### src/rtl/mem_port_arbiter.sv
// Arbitrates a single-ported fixed-latency memory between the CPU datapath and an external loader port.
// Optional feature: define MEM_ARB_EXT_LOCK_EN to let ext_lock pin the grant on the external port.
module mem_port_arbiter #(
    parameter int unsigned ADDR_W      = 32,
    parameter int unsigned DATA_W      = 32,
    parameter int unsigned WAIT_CYCLES = 1
) (
    input  logic              Clk,
    input  logic              Reset_n,
    input  logic              cpu_req,
    input  logic              cpu_we,
    input  logic [ADDR_W-1:0] cpu_addr,
    input  logic [DATA_W-1:0] cpu_wdata,
    output logic [DATA_W-1:0] cpu_rdata,
    output logic              cpu_ack,
    output logic              cpu_stall,
    input  logic              ext_req,
    input  logic              ext_we,
    input  logic [ADDR_W-1:0] ext_addr,
    input  logic [DATA_W-1:0] ext_wdata,
    output logic [DATA_W-1:0] ext_rdata,
    output logic              ext_ack,
    input  logic              ext_lock,
    output logic              mem_en,
    output logic              mem_we,
    output logic [ADDR_W-1:0] mem_addr,
    output logic [DATA_W-1:0] mem_wdata,
    input  logic [DATA_W-1:0] mem_rdata,
    output logic              grant_ext
);

    localparam int unsigned CNT_W = 4;

    typedef enum logic [1:0] {
        S_IDLE   = 2'd0,
        S_ACCESS = 2'd1,
        S_WAIT   = 2'd2,
        S_RESP   = 2'd3
    } state_t;

    state_t           state;
    logic             last_ext;
    logic             acc_we;
    logic [CNT_W-1:0] cnt;
    logic             lock_win;
    logic             ext_win;

`ifdef MEM_ARB_EXT_LOCK_EN
    assign lock_win = ext_lock & ext_req;
`else
    logic unused_ext_lock;
    assign unused_ext_lock = ext_lock;
    assign lock_win        = 1'b0;
`endif

    // Round-robin: external wins when alone, when the CPU had the last grant, or under lock.
    assign ext_win   = lock_win | (ext_req & (~cpu_req | ~last_ext));

    assign cpu_stall = cpu_req & ~cpu_ack;

    always_ff @(posedge Clk or negedge Reset_n) begin
        if (!Reset_n) begin
            state     <= S_IDLE;
            last_ext  <= 1'b1;
            acc_we    <= 1'b0;
            cnt       <= '0;
            mem_en    <= 1'b0;
            mem_we    <= 1'b0;
            mem_addr  <= '0;
            mem_wdata <= '0;
            cpu_rdata <= '0;
            ext_rdata <= '0;
            cpu_ack   <= 1'b0;
            ext_ack   <= 1'b0;
            grant_ext <= 1'b0;
        end else begin
            case (state)
                S_IDLE: begin
                    grant_ext <= 1'b0;
                    if (cpu_req || ext_req) begin
                        grant_ext <= ext_win;
                        last_ext  <= ext_win;
                        acc_we    <= ext_win ? ext_we : cpu_we;
                        mem_en    <= 1'b1;
                        mem_we    <= ext_win ? ext_we : cpu_we;
                        mem_addr  <= ext_win ? ext_addr : cpu_addr;
                        mem_wdata <= ext_win ? ext_wdata : cpu_wdata;
                        state     <= S_ACCESS;
                    end
                end
                S_ACCESS: begin
                    mem_en <= 1'b0;
                    mem_we <= 1'b0;
                    cnt    <= CNT_W'(WAIT_CYCLES);
                    state  <= S_WAIT;
                end
                S_WAIT: begin
                    cnt <= cnt - CNT_W'(1);
                    // Counter reaching zero this edge: read data is valid on mem_rdata now.
                    if (cnt == CNT_W'(1)) begin
                        if (!acc_we) begin
                            if (grant_ext) ext_rdata <= mem_rdata;
                            else           cpu_rdata <= mem_rdata;
                        end
                        cpu_ack <= ~grant_ext;
                        ext_ack <= grant_ext;
                        state   <= S_RESP;
                    end
                end
                S_RESP: begin
                    cpu_ack   <= 1'b0;
                    ext_ack   <= 1'b0;
                    grant_ext <= 1'b0;
                    state     <= S_IDLE;
                end
                default: state <= S_IDLE;
            endcase
        end
    end

endmodule

### config.mk
export PLATFORM = sky130hd
export DESIGN_NAME = mem_port_arbiter
export DESIGN_NICKNAME = d
export VERILOG_FILES = /design/src/rtl/mem_port_arbiter.sv
export SDC_FILE = /design/constraint.sdc
export NUM_CORES = 1
export LEC_CHECK = 0
export ABC_AREA = 1
export BUFFER_PORTS_ARGS = -buffer_cell sky130_fd_sc_hd__buf_2
export CAP_MARGIN = 10
export CORE_MARGIN = 8
export CORE_UTILIZATION = 35
export CTS_CLUSTER_SIZE = 14
export DETAILED_ROUTE_END_ITERATION = 8
export MAX_ROUTING_LAYER = met4
export PLACE_DENSITY_LB_ADDON = 0.05
export SLEW_MARGIN = 5
export SYNTH_ARGS = -nofsm -noshare
export SYNTH_HDL_FRONTEND = slang
export SYNTH_SLANG_ARGS = --single-unit
### constraint.sdc
create_clock -name Clk -period 2.7 [get_ports Clk]
set_input_delay 0.54 -clock Clk [delete_from_list [all_inputs] [get_ports Clk]]
set_output_delay 0.54 -clock Clk [all_outputs]
set_load 0.02 [all_outputs]
==> results.txt <==
- The flow ran to the end, and the final reports show no timing, DRC or antenna violations.
- For the final routed database, the setup TNS stands at 0 ns.
- Final-stage net count: 1,304
- Synthesized cell area: 0.006419 mm^2
* Number of buffers inserted by hold repair at cts: 0
* Maximum VDD drop: 0.5111 mV
* Most used cell along the critical path: sky130_fd_sc_hd__nand2_1
- Of all cell types, the one taking the most synthesized area is sky130_fd_sc_hd__dfrtp_1.
- The worst register-to-register path begins at state[0].
- During I/O placement, the number of pins put on the boundary was 301.
- Post-detailed-placement half-perimeter wirelength: 15,320 um
- Starting DRC count in detailed routing: 288
- The share of synthesized area in the top cell type comes to 54.58%.
- Post-synth ARST share: 100.0%
- Global routing consumed, on the met1 layer, 24.15% of the routing resources.
- Number of filler cells placed in the layout: 1,852
* Post_cts resized: 0
- The number of nets handed over by synthesis was 1,018.
- The final-report max-slew violation count came to 0.
* Number of design rule violations left after detail routing: 0
- The routed design could run at a clock period as short as 1.994 ns.
* Number of antenna violations at the first check in global routing: 2
- Detailed routing inserted a total of 6,232 vias.
* GR Util met2: 30.76%
* Number of global-route vias before repair: 6,498
- Total placed instance area: 0.008148 mm^2
* Leakage component of the power: 0.005073 uW
* CTS H-Tree Depth: 4
- For this run, the detailed router's first-pass iteration total came to 4.
* Capturing element type of the critical path: register
* Final weighted congestion in routability-driven placement: 0.8012
* Unrepaired setup endpoints after global routing: false
- In this run, synthesis inferred 0 flip-flops with an integrated enable.
- Clock Skews: 0.01062 ns
- In this run the power density over the cells is 1283 mW/mm^2.
- Overall Power: 11,270 uW
* Overall Global Routing Usage: 19.41%
- For this design, the sink count on the clock tree is 141.
- Most area-consuming cells after synthesis: sky130_fd_sc_hd__dfrtp_1 55%, sky130_fd_sc_hd__nand2_1 31%, sky130_fd_sc_hd__nand3_1 3.3%, sky130_fd_sc_hd__o21ai_0 3.1%, sky130_fd_sc_hd__buf_2 2.3%
- The initial utilization of the core area, before any placement, comes to 35.73%.
- Clock tree synthesis selected as its root buffer the cell sky130_fd_sc_hd__clkbuf_16.
* Grt peak-use layer: met2
* Count of input and output buffers: 299
- TritonCTS clock tree: done
- The core region is 0.01796 mm^2.
- Number of distinct library cell variants in the gate-level netlist after synthesis: 20
* Global route overflow: 0
- Commonest cells after routing, fill and taps aside: 537 x sky130_fd_sc_hd__nand2_1, 298 x sky130_fd_sc_hd__buf_2, 140 x sky130_fd_sc_hd__dfrtp_1, 42 x sky130_fd_sc_hd__nand3_1, 40 x sky130_fd_sc_hd__o21ai_0
- Final hold analysis gives a worst-case slack of 0.09108 ns.
- Critical Path Fanout Max: 32
- Summed over all layers, the routed wires come to 21,220 um.
* CTS Buf Count: 17
- Setup crit start kind: register
* Count of nets left with antenna violations after detail routing: 0
- Gate Count Post-Synth: 845
* Measured slew at the worst slew-check pin: 0.7158 ns
- During synthesis, Yosys emitted a total of 0 warnings.
* Worst Reg2Reg Path Length in Cells: 8
- After clock tree synthesis, the clock-pin slew on the worst setup and hold paths is 0.07 ns.
- The final hold violation count was 0.
* First-pass GRT wire length: 33,780 um
- After detailed routing, the average wire length per cell comes to 15.44 um.
- Rows: 49
- Static timing analysis puts the maximum clock frequency at 501.5 MHz.
- In this run the tightest slew margin relative to its limit is 52.28%.
- Required time reported for the critical path endpoint: 3.01 ns
- In the routed layout, each cell is associated on average with a via count of 4.532.
* Critical path data arrival time: 2.31 ns
- The floorplan step set the die width to 151.4 um.
- The path class of the tightest hold or removal check is in2async.
* Primary flip-flop cell chosen by synthesis mapping: sky130_fd_sc_hd__dfrtp_1
- Period utilization: 73.86%
* Die Span Y: 151.4 um
- The die covers 0.02293 mm^2.
- The post-route netlist has 30.94% of its cells at a drive strength greater than 1.
- Worst-case register-to-register setup slack: 0.71 ns
* Cell area after layout: 0.008786 mm^2
- For this run, global-route usage on met3 was measured as 4.870%.
- Cell chain of the critical path: inv_1 > ha_1 > inv_2 > nor3_4 > nand2_1 > buf_4 > nand2_1 > nand2_1
* Worst flop-to-flop path endpoint: cpu_rdata[4]
* Post-layout util: 48.91%
* Layout overhead on the synthesized area: 36.88%
* Critical-path top delay cell: sky130_fd_sc_hd__nor3_4
- The critical path is of the reg2reg type.
- Entering global routing, the biggest net connects 67 pins.
- Clock latency of the later-clocked register in the worst-skew pair: 0.42 ns
* Post-synthesis sequential element count: 141
- Longest individual stage delay on the worst path: 0.42 ns
- Setup violations remaining at the end of the flow were counted as 0.
* Sequential area share after synthesis: 54.99%
- Number of buffers between clock root and the deepest sink: 2
- The library cell used most frequently in the layout, excluding fill and tap cells, is sky130_fd_sc_hd__nand2_1.
* Mean instance size in the synthesized netlist: 7.596 um^2
- Across the run, the number of max-cap violations was 0.
- The critical path contains buffers and inverters numbering 3 combined.
- Kind of cell adding the most delay to the critical path: simple AND/OR/NAND/NOR gates
- Post-CTS repair timing setup buffer count: 0
## final cells by class
class / count / area [um^2] / area share (%)
inverter: 17 / 63.81 / 0.7263
tap: 229 / 286.5 / 3.261
clock inverter: 15 / 207.7 / 2.364
antenna: 2 / 5.005 / 0.05696
sequential: 141 / 3530 / 40.17
timing repair buffer: 313 / 1658 / 18.87
multi-input combinational: 641 / 2610 / 29.71
clock buffer: 17 / 425.4 / 4.842
## cell usage after synthesis, types with 2 or more instances
cell	number
sky130_fd_sc_hd__clkbuf_1	13
sky130_fd_sc_hd__a21oi_1	2
sky130_fd_sc_hd__o21ai_0	40
sky130_fd_sc_hd__nand4_1	2
sky130_fd_sc_hd__ha_1	6
sky130_fd_sc_hd__nand2_1	538
sky130_fd_sc_hd__nand3_1	42
sky130_fd_sc_hd__inv_1	15
sky130_fd_sc_hd__buf_6	2
sky130_fd_sc_hd__dfrtp_1	140
sky130_fd_sc_hd__inv_2	2
sky130_fd_sc_hd__buf_2	30
sky130_fd_sc_hd__nor2_1	6
## where the power goes
part	internal [uW]	switching, uW	leakage [uW]	total, uW
logic	1560	3530	0.00307	5090
clock network	1560	963	0.000303	2530
registers	3140	511	0.00170	3650
## per-stage QoR
step	setup slack, ns	std cells
finish	0.7058	1375
detailed placement	0.6833	1341
CTS	0.6754	1373
floorplan	1.203	845
global placement	0.7052	1341
global route	0.4882	1375
## registers in the layout, summed over array words and instances (netlist names), 2 cells and up
signal / cells
cnt: 4
cpu_rdata: 32
ext_rdata: 32
mem_addr: 32
mem_wdata: 32
state: 2
## worst register-to-register path: cells and delay by family, from the launching register on
family / cells / cell delay (ns)
buf+inv: 3 / 0.48
simple gates: 4 / 0.69
flops: 1 / 0.41
fa+ha+maj: 1 / 0.30
## cell families after synthesis
logic type / count (synthesis) / share of synthesized area (%)
AO/OA/AOI/OAI: 44 / 3.470
flip-flops: 141 / 54.99
adder cells (fa/ha/maj): 6 / 1.170
AND/OR/NAND/NOR: 591 / 35.81
buffers and inverters: 63 / 4.561
## worst max path at each step
stage / start / end / slack (ns) / cells past startpoint
detailed placement: state[0] / cpu_rdata[4] / 0.68 / 8
finish: state[0] / cpu_rdata[4] / 0.71 / 8
global placement: state[0] / cpu_rdata[0] / 0.71 / 7
floorplan: state[0] / cpu_rdata[0] / 1.20 / 8
CTS: state[0] / cpu_rdata[4] / 0.68 / 8
global route: state[0] / cpu_rdata[11] / 0.49 / 8
## metal layers
layer	vias up	wire length, um
met5	-	0
met4	0	247
met3	19	1621
met2	214	9894
met1	2823	9460
li1	3176	-
(Power assumes the default switching activity.)
